==> src/rtl/hwag_pkg.sv <==
// Shared types and constants for the hardware angle generator coil bank.
package hwag_pkg;

  typedef enum logic [1:0] {
    OFF   = 2'd0,
    ARMED = 2'd1,
    DWELL = 2'd2,
    FAULT = 2'd3
  } coil_state_t;

  localparam logic [1:0] WR_IGN   = 2'd0;
  localparam logic [1:0] WR_DWELL = 2'd1;
  localparam logic [1:0] WR_OFFS  = 2'd2;
  localparam logic [1:0] WR_RSVD  = 2'd3;

  localparam int AW_DEF     = 24;
  localparam int MAXACR_DEF = 3839;

endpackage

==> src/rtl/hwag_coil_channel.sv <==
// One ignition channel: shadowed angle registers, local-angle/set-point
// arithmetic, coil FSM and dwell timeout.
module hwag_coil_channel
  import hwag_pkg::*;
#(
  parameter int               AW        = AW_DEF,
  parameter int               MAXACR    = MAXACR_DEF,
  parameter int               TMO_W     = 24,
  parameter logic [TMO_W-1:0] DWELL_TMO = TMO_W'(400000)
) (
  input  logic          clk,
  input  logic          rst,
  input  logic          run,
  input  logic [AW-1:0] acnt,
  input  logic          acnt_step,
  input  logic          ld_en,
  input  logic [1:0]    ld_sel,
  input  logic [AW-1:0] ld_data,
  input  logic          fault_clr,
  output logic          coil,
  output logic          fault
);

  localparam logic [AW:0]      CYC      = (AW+1)'(MAXACR + 1);
  localparam logic [AW:0]      MAXV     = (AW+1)'(MAXACR);
  localparam logic [TMO_W-1:0] TMO_LAST = DWELL_TMO - TMO_W'(1);

  logic [AW-1:0]    pend_ign_r, pend_dwell_r, pend_offs_r;
  logic [AW-1:0]    act_ign_r, act_dwell_r, act_offs_r;
  logic             pend_flag_r;
  coil_state_t      state_r, state_s;
  logic [TMO_W-1:0] tmo_r;

  logic [AW:0]      la_sum_s, la_s, sp_s;
  logic             set_hit_s, fire_hit_s, tmo_hit_s, fire_evt_s, commit_s;
  logic [AW-1:0]    new_dwell_s;

  assign la_sum_s = {1'b0, acnt} + {1'b0, act_offs_r};
  assign la_s     = (la_sum_s > MAXV) ? (la_sum_s - CYC) : la_sum_s;

  // Set point wraps through zero when the dwell angle exceeds the ignition angle.
  assign sp_s = (act_ign_r >= act_dwell_r)
              ? ({1'b0, act_ign_r} - {1'b0, act_dwell_r})
              : ({1'b0, act_ign_r} + CYC - {1'b0, act_dwell_r});

  assign set_hit_s  = acnt_step && (la_s == sp_s);
  assign fire_hit_s = acnt_step && (la_s == {1'b0, act_ign_r});
  assign tmo_hit_s  = (tmo_r == TMO_LAST);
  assign fire_evt_s = (state_r == DWELL) && run && fire_hit_s;
  assign commit_s   = pend_flag_r && ((state_r == OFF) || fire_evt_s);
  assign new_dwell_s = commit_s ? pend_dwell_r : act_dwell_r;

  // Next-state logic; run=0 outranks events, fire outranks timeout.
  always_comb begin
    state_s = state_r;
    case (state_r)
      OFF: begin
        if (run && (new_dwell_s != {AW{1'b0}})) state_s = ARMED;
        else                                    state_s = OFF;
      end
      ARMED: begin
        if (!run)           state_s = OFF;
        else if (set_hit_s) state_s = DWELL;
        else                state_s = ARMED;
      end
      DWELL: begin
        if (!run)            state_s = OFF;
        else if (fire_hit_s) state_s = (new_dwell_s != {AW{1'b0}}) ? ARMED : OFF;
        else if (tmo_hit_s)  state_s = FAULT;
        else                 state_s = DWELL;
      end
      FAULT: begin
        if (fault_clr) state_s = OFF;
        else           state_s = FAULT;
      end
      default: state_s = OFF;
    endcase
  end

  // State register and registered coil/fault outputs.
  always_ff @(posedge clk) begin
    if (rst) begin
      state_r <= OFF;
      coil    <= 1'b0;
      fault   <= 1'b0;
    end else begin
      state_r <= state_s;
      coil    <= (state_s == DWELL);
      fault   <= (state_s == FAULT);
    end
  end

  // Dwell timeout counter: held at zero outside DWELL.
  always_ff @(posedge clk) begin
    if (rst) begin
      tmo_r <= {TMO_W{1'b0}};
    end else if (state_r != DWELL) begin
      tmo_r <= {TMO_W{1'b0}};
    end else begin
      tmo_r <= tmo_r + TMO_W'(1);
    end
  end

  // Pending/active registers; a write on the commit cycle stays pending.
  always_ff @(posedge clk) begin
    if (rst) begin
      pend_ign_r   <= {AW{1'b0}};
      pend_dwell_r <= {AW{1'b0}};
      pend_offs_r  <= {AW{1'b0}};
      act_ign_r    <= {AW{1'b0}};
      act_dwell_r  <= {AW{1'b0}};
      act_offs_r   <= {AW{1'b0}};
      pend_flag_r  <= 1'b0;
    end else begin
      if (commit_s) begin
        act_ign_r   <= pend_ign_r;
        act_dwell_r <= pend_dwell_r;
        act_offs_r  <= pend_offs_r;
      end
      if (ld_en) begin
        case (ld_sel)
          WR_IGN:   pend_ign_r   <= ld_data;
          WR_DWELL: pend_dwell_r <= ld_data;
          WR_OFFS:  pend_offs_r  <= ld_data;
          default:  pend_ign_r   <= pend_ign_r;
        endcase
      end
      if (ld_en)         pend_flag_r <= 1'b1;
      else if (commit_s) pend_flag_r <= 1'b0;
      else               pend_flag_r <= pend_flag_r;
    end
  end

endmodule

==> src/rtl/hwag_coil_bank.sv <==
// N-channel ignition output stage: write decode/validation and one
// hwag_coil_channel per coil.
module hwag_coil_bank
  import hwag_pkg::*;
#(
  parameter int               N_CH      = 4,
  parameter int               AW        = AW_DEF,
  parameter int               MAXACR    = MAXACR_DEF,
  parameter int               TMO_W     = 24,
  parameter logic [TMO_W-1:0] DWELL_TMO = TMO_W'(400000)
) (
  input  logic                    clk,
  input  logic                    rst,
  input  logic                    run,
  input  logic [AW-1:0]           acnt,
  input  logic                    acnt_step,
  input  logic                    wr_en,
  input  logic [$clog2(N_CH)-1:0] wr_ch,
  input  logic [1:0]              wr_sel,
  input  logic [AW-1:0]           wr_data,
  output logic                    wr_err,
  input  logic [N_CH-1:0]         fault_clr,
  output logic [N_CH-1:0]         coil_out,
  output logic [N_CH-1:0]         fault
);

  localparam logic [AW-1:0] MAX_DATA = AW'(MAXACR);

  logic wr_ok_s;

  // Out-of-cycle angles are rejected so a dwell of a full cycle cannot exist.
  assign wr_ok_s = (wr_data <= MAX_DATA) && (32'(wr_ch) < N_CH) && (wr_sel != WR_RSVD);

  // One-cycle error pulse for rejected writes.
  always_ff @(posedge clk) begin
    if (rst) begin
      wr_err <= 1'b0;
    end else begin
      wr_err <= wr_en && !wr_ok_s;
    end
  end

  for (genvar i = 0; i < N_CH; i++) begin : g_ch
    hwag_coil_channel #(
      .AW        (AW),
      .MAXACR    (MAXACR),
      .TMO_W     (TMO_W),
      .DWELL_TMO (DWELL_TMO)
    ) u_ch (
      .clk       (clk),
      .rst       (rst),
      .run       (run),
      .acnt      (acnt),
      .acnt_step (acnt_step),
      .ld_en     (wr_en && wr_ok_s && (32'(wr_ch) == i)),
      .ld_sel    (wr_sel),
      .ld_data   (wr_data),
      .fault_clr (fault_clr[i]),
      .coil      (coil_out[i]),
      .fault     (fault[i])
    );
  end

endmodule

==> config.mk <==
export PLATFORM = sky130hd
export DESIGN_NAME = hwag_coil_bank
export DESIGN_NICKNAME = d
export VERILOG_FILES = /design/src/rtl/hwag_pkg.sv /design/src/rtl/hwag_coil_channel.sv /design/src/rtl/hwag_coil_bank.sv
export SDC_FILE = /design/constraint.sdc
export NUM_CORES = 2
export LEC_CHECK = 0
export CAP_MARGIN = 20
export CORE_ASPECT_RATIO = 1.75
export CORE_UTILIZATION = 45
export CTS_CLUSTER_DIAMETER = 60
export DETAILED_ROUTE_END_ITERATION = 8
export GPL_TIMING_DRIVEN = 0
export HOLD_SLACK_MARGIN = 0.12
export SKIP_LAST_GASP = 1
export SLEW_MARGIN = 5
export SYNTH_ARGS = -nofsm -noshare
export SYNTH_HDL_FRONTEND = slang
export SYNTH_SLANG_ARGS = --single-unit
export TNS_END_PERCENT = 1
==> constraint.sdc <==
create_clock -name clk -period 7 [get_ports clk]
set_clock_uncertainty 0.2 [all_clocks]
set_input_delay 1.4 -clock clk [delete_from_list [all_inputs] [get_ports clk]]
set_output_delay 1.4 -clock clk [all_outputs]
set_load 0.01 [all_outputs]
==> out/qor.yml <==
io_buffers: 65
rsz0062_at_grt: "true"
max_freq_mhz: 143.3
htreeDepth: 3
cts_tree: "yes"
grt_antenna_before_repair: 4
clock_latency_ns: 0.70
ant_nets: 0
syn_inst: 6200
detailed_place_hpwl_mm: 143.2
crit_type: "in -> reg"
ys_warn_count: 0
cts.sinks: 693
crit_fanout: 10
required_ns: 7.41
synth_xor_area_frac: 0.08586
die_h_um: 443.7
startpoint_type: "primary input"
wl_per_cell_um: 22.70
end_kind: "register"
routed_wl_mm: 179.9
final_nets: 6850
setup_viol: 0
syn2layout_area_growth_pct: 12.64
syn_area_mm2: 0.05017
hold_viol: 0
rows: 161
fill_cells: 10770
syn_avg_cell_area_um2: 8.092
multi_input_area_mm2: 0.03424
outcome: "finished clean"
cts-hold-fix-buffers: 0
die_w_um: 254.4
vias: 46390
hold_class: "reg -> reg"
drive_gt1_frac: 0.07158
synth.ff_latch_count: 693
grt_pass1_vias: 45450
p_per_area_mw_per_mm2: 160.7
ys_seq_area_frac: 0.2765
grt_pass1_wl_mm: 268.8
gp_congestion: 0.9896
start_util: 0.4553
synth_top_family_by_area: "simple AND/OR/NAND/NOR gates"
synth_cell_types: 111
period_needed_ns: 6.978
holdWs_ns: 0.2532
fin_util: 0.5129
cts_made_buffers: 76
placed_cell_area_mm2: 0.05282
viasPerCell: 5.856
cp.arrival_ns: 7.39
synth_mux_area_frac: 0.07853
p_total_mw: 9.082
placedCellCount: 7747
path_clk_slew_ns: 0.06
clk_path_buf_depth: 3
place_ws_ns: -3.009
grt_max_degree: 16
register_area_mm2: 0.01387
synthAdderAreaFrac: 0.1113
final_cells: 7922
p_leak_nw: 24.09
fin_setup_tns_ns: 0
fin_area_mm2: 0.05651
track_usage: 0.3142
drtIter0Drc: 3110
synth_edf_count: 0
die_area_mm2: 0.1129
maxCapViolations: 0
syn_nets: 6657
worst_slew_pin_slew_ns: 1.215
synthFlopType: "dfxtp_1"
synth_compound_area_frac: 0.1677
fin_crit_sh: 0.9968
overflow: 0
firstDrtPassIters: 6
relSlewSlack: 0.1901
ios: 70
slew_viol_final: 0
synthArstFlopShare: 0
cts_root_buffer: "clkbuf_16"
drc: 0
synth-simple-area-share: 0.2249
layout_setup_ws_ns: 0.02244
ir_drop_mv: 0.2109
coreArea_mm2: 0.1102
## worst max-delay path, stage by stage
cell	delay, ns
clkdlybuf4s15_2	0.38
ha_1	0.38
clkbuf_1	0.25
inv_1	0.12
a21oi_1	0.32
o21a_1	0.35
o41ai_1	0.12
a311oi_1	0.66
nor2_1	0.30
and4_1	0.28
buf_4	0.16
a31o_2	0.24
xnor3_1	0.19
or4b_4	0.51
nor4_4	0.21
buf_4	0.18
a41oi_1	0.09
buf_4	0.22
mux2_4	0.33
or3_1	0.41
a21oi_2	0.26
## placed cells by master (no fill, tap or decap), types with 19 or more instances in the layout
master / Yosys / final
and4_1: 25 / 25
clkbuf_1: 186 / 170
fa_1: 84 / 84
dfxtp_1: 693 / 693
and2_1: 85 / 85
and3_1: 156 / 156
nor2b_1: 54 / 53
nor4_1: 104 / 97
a21o_1: 55 / 55
nor3b_1: 26 / 23
a21boi_0: 22 / 22
clkdlybuf4s50_1: 0 / 43
or4_1: 30 / 30
buf_2: 40 / 45
clkbuf_2: 0 / 19
or3_1: 53 / 52
buf_4: 17 / 64
nand2b_1: 47 / 47
a211oi_1: 56 / 51
mux2i_1: 382 / 379
a31oi_1: 52 / 50
o31ai_1: 31 / 29
nor2_1: 718 / 716
nand4_1: 92 / 92
nor3_1: 129 / 124
inv_1: 435 / 434
a21oi_1: 370 / 361
clkbuf_16: 0 / 77
o21ai_0: 225 / 220
xnor2_1: 300 / 296
nand2_1: 515 / 515
o211ai_1: 49 / 49
o21a_1: 45 / 44
o21bai_1: 27 / 26
xor2_1: 153 / 149
o2111ai_1: 20 / 20
or2_2: 26 / 26
ha_1: 312 / 307
nand3_1: 158 / 155
## area by class of cell
class	count	area share
multi-input cells	4816	0.6058
flip-flops and latches	693	0.2455
clock buffers	98	0.03726
well taps	1467	0.03248
inverters	437	0.02909
repair buffers	124	0.01988
plain buffers	245	0.01986
clock inverters	41	0.01010
diodes	1	0.00004428
## synth_stat cells (104+ instances only)
cell,n,share of area
nor4_1,104,0.013
nor2_1,718,0.054
dfxtp_1,693,0.28
ha_1,312,0.078
o21ai_0,225,0.022
xor2_1,153,0.027
and3_1,156,0.019
inv_1,435,0.033
mux2i_1,382,0.076
a21oi_1,370,0.037
clkbuf_1,186,0.014
nand2_1,515,0.039
nand3_1,158,0.016
nor3_1,129,0.013
xnor2_1,300,0.052
## kinds of logic after synthesis
logic type                 count (synthesis)
and+or+nand+nor                         2299
buffers and inverters                    692
xor gates and xnor gates                 468
muxes                                    392
DFF                                      693
AOI/OAI and AO/OA                       1260
adders and majority gates                396
## path summary, 6_finish.rpt
check,to,slack [ns],from,depth (start not counted)
worst max register to register,g_ch[1].u_ch.coil,0.39,g_ch[1].u_ch.act_dwell_r[10],18
worst min-delay path,g_ch[1].u_ch.pend_ign_r[10],0.25,g_ch[1].u_ch.pend_ign_r[10],2
worst max-delay path,g_ch[1].u_ch.fault,0.02,acnt[8],21
worst min register to register,g_ch[1].u_ch.pend_ign_r[10],0.25,g_ch[1].u_ch.pend_ign_r[10],2
## power by group
part	switching, mW	internal [mW]
Combinational	0.525	0.251
Sequential	0.000123	3.94
Clock	1.89	2.48
## registers in the layout (all words and copies together) (netlist names)
signal	cells
g_ch.u_ch.act_dwell_r	96
g_ch.u_ch.act_ign_r	96
g_ch.u_ch.act_offs_r	96
g_ch.u_ch.coil	4
g_ch.u_ch.fault	4
g_ch.u_ch.pend_dwell_r	96
g_ch.u_ch.pend_flag_r	4
g_ch.u_ch.pend_ign_r	96
g_ch.u_ch.pend_offs_r	96
g_ch.u_ch.state_r	8
g_ch.u_ch.tmo_r	96
wr_err	1
## repair_timing
action,in CTS,in global routing
gates resized for setup,118,83
pin swaps,6,20
setup endpoints to repair,308,285
gates cloned,0,1
setup buffers,13,29
## metal layers
layer / vias up / share of wire / GRT usage
met5: - / 0.000072 / 0
met4: 2 / 0.088 / 0.2390
met3: 568 / 0.043 / 0.04263
met2: 1320 / 0.51 / 0.5734
met1: 22160 / 0.36 / 0.3195
li1: 22340 / - / -
(Power assumes the default switching activity.)
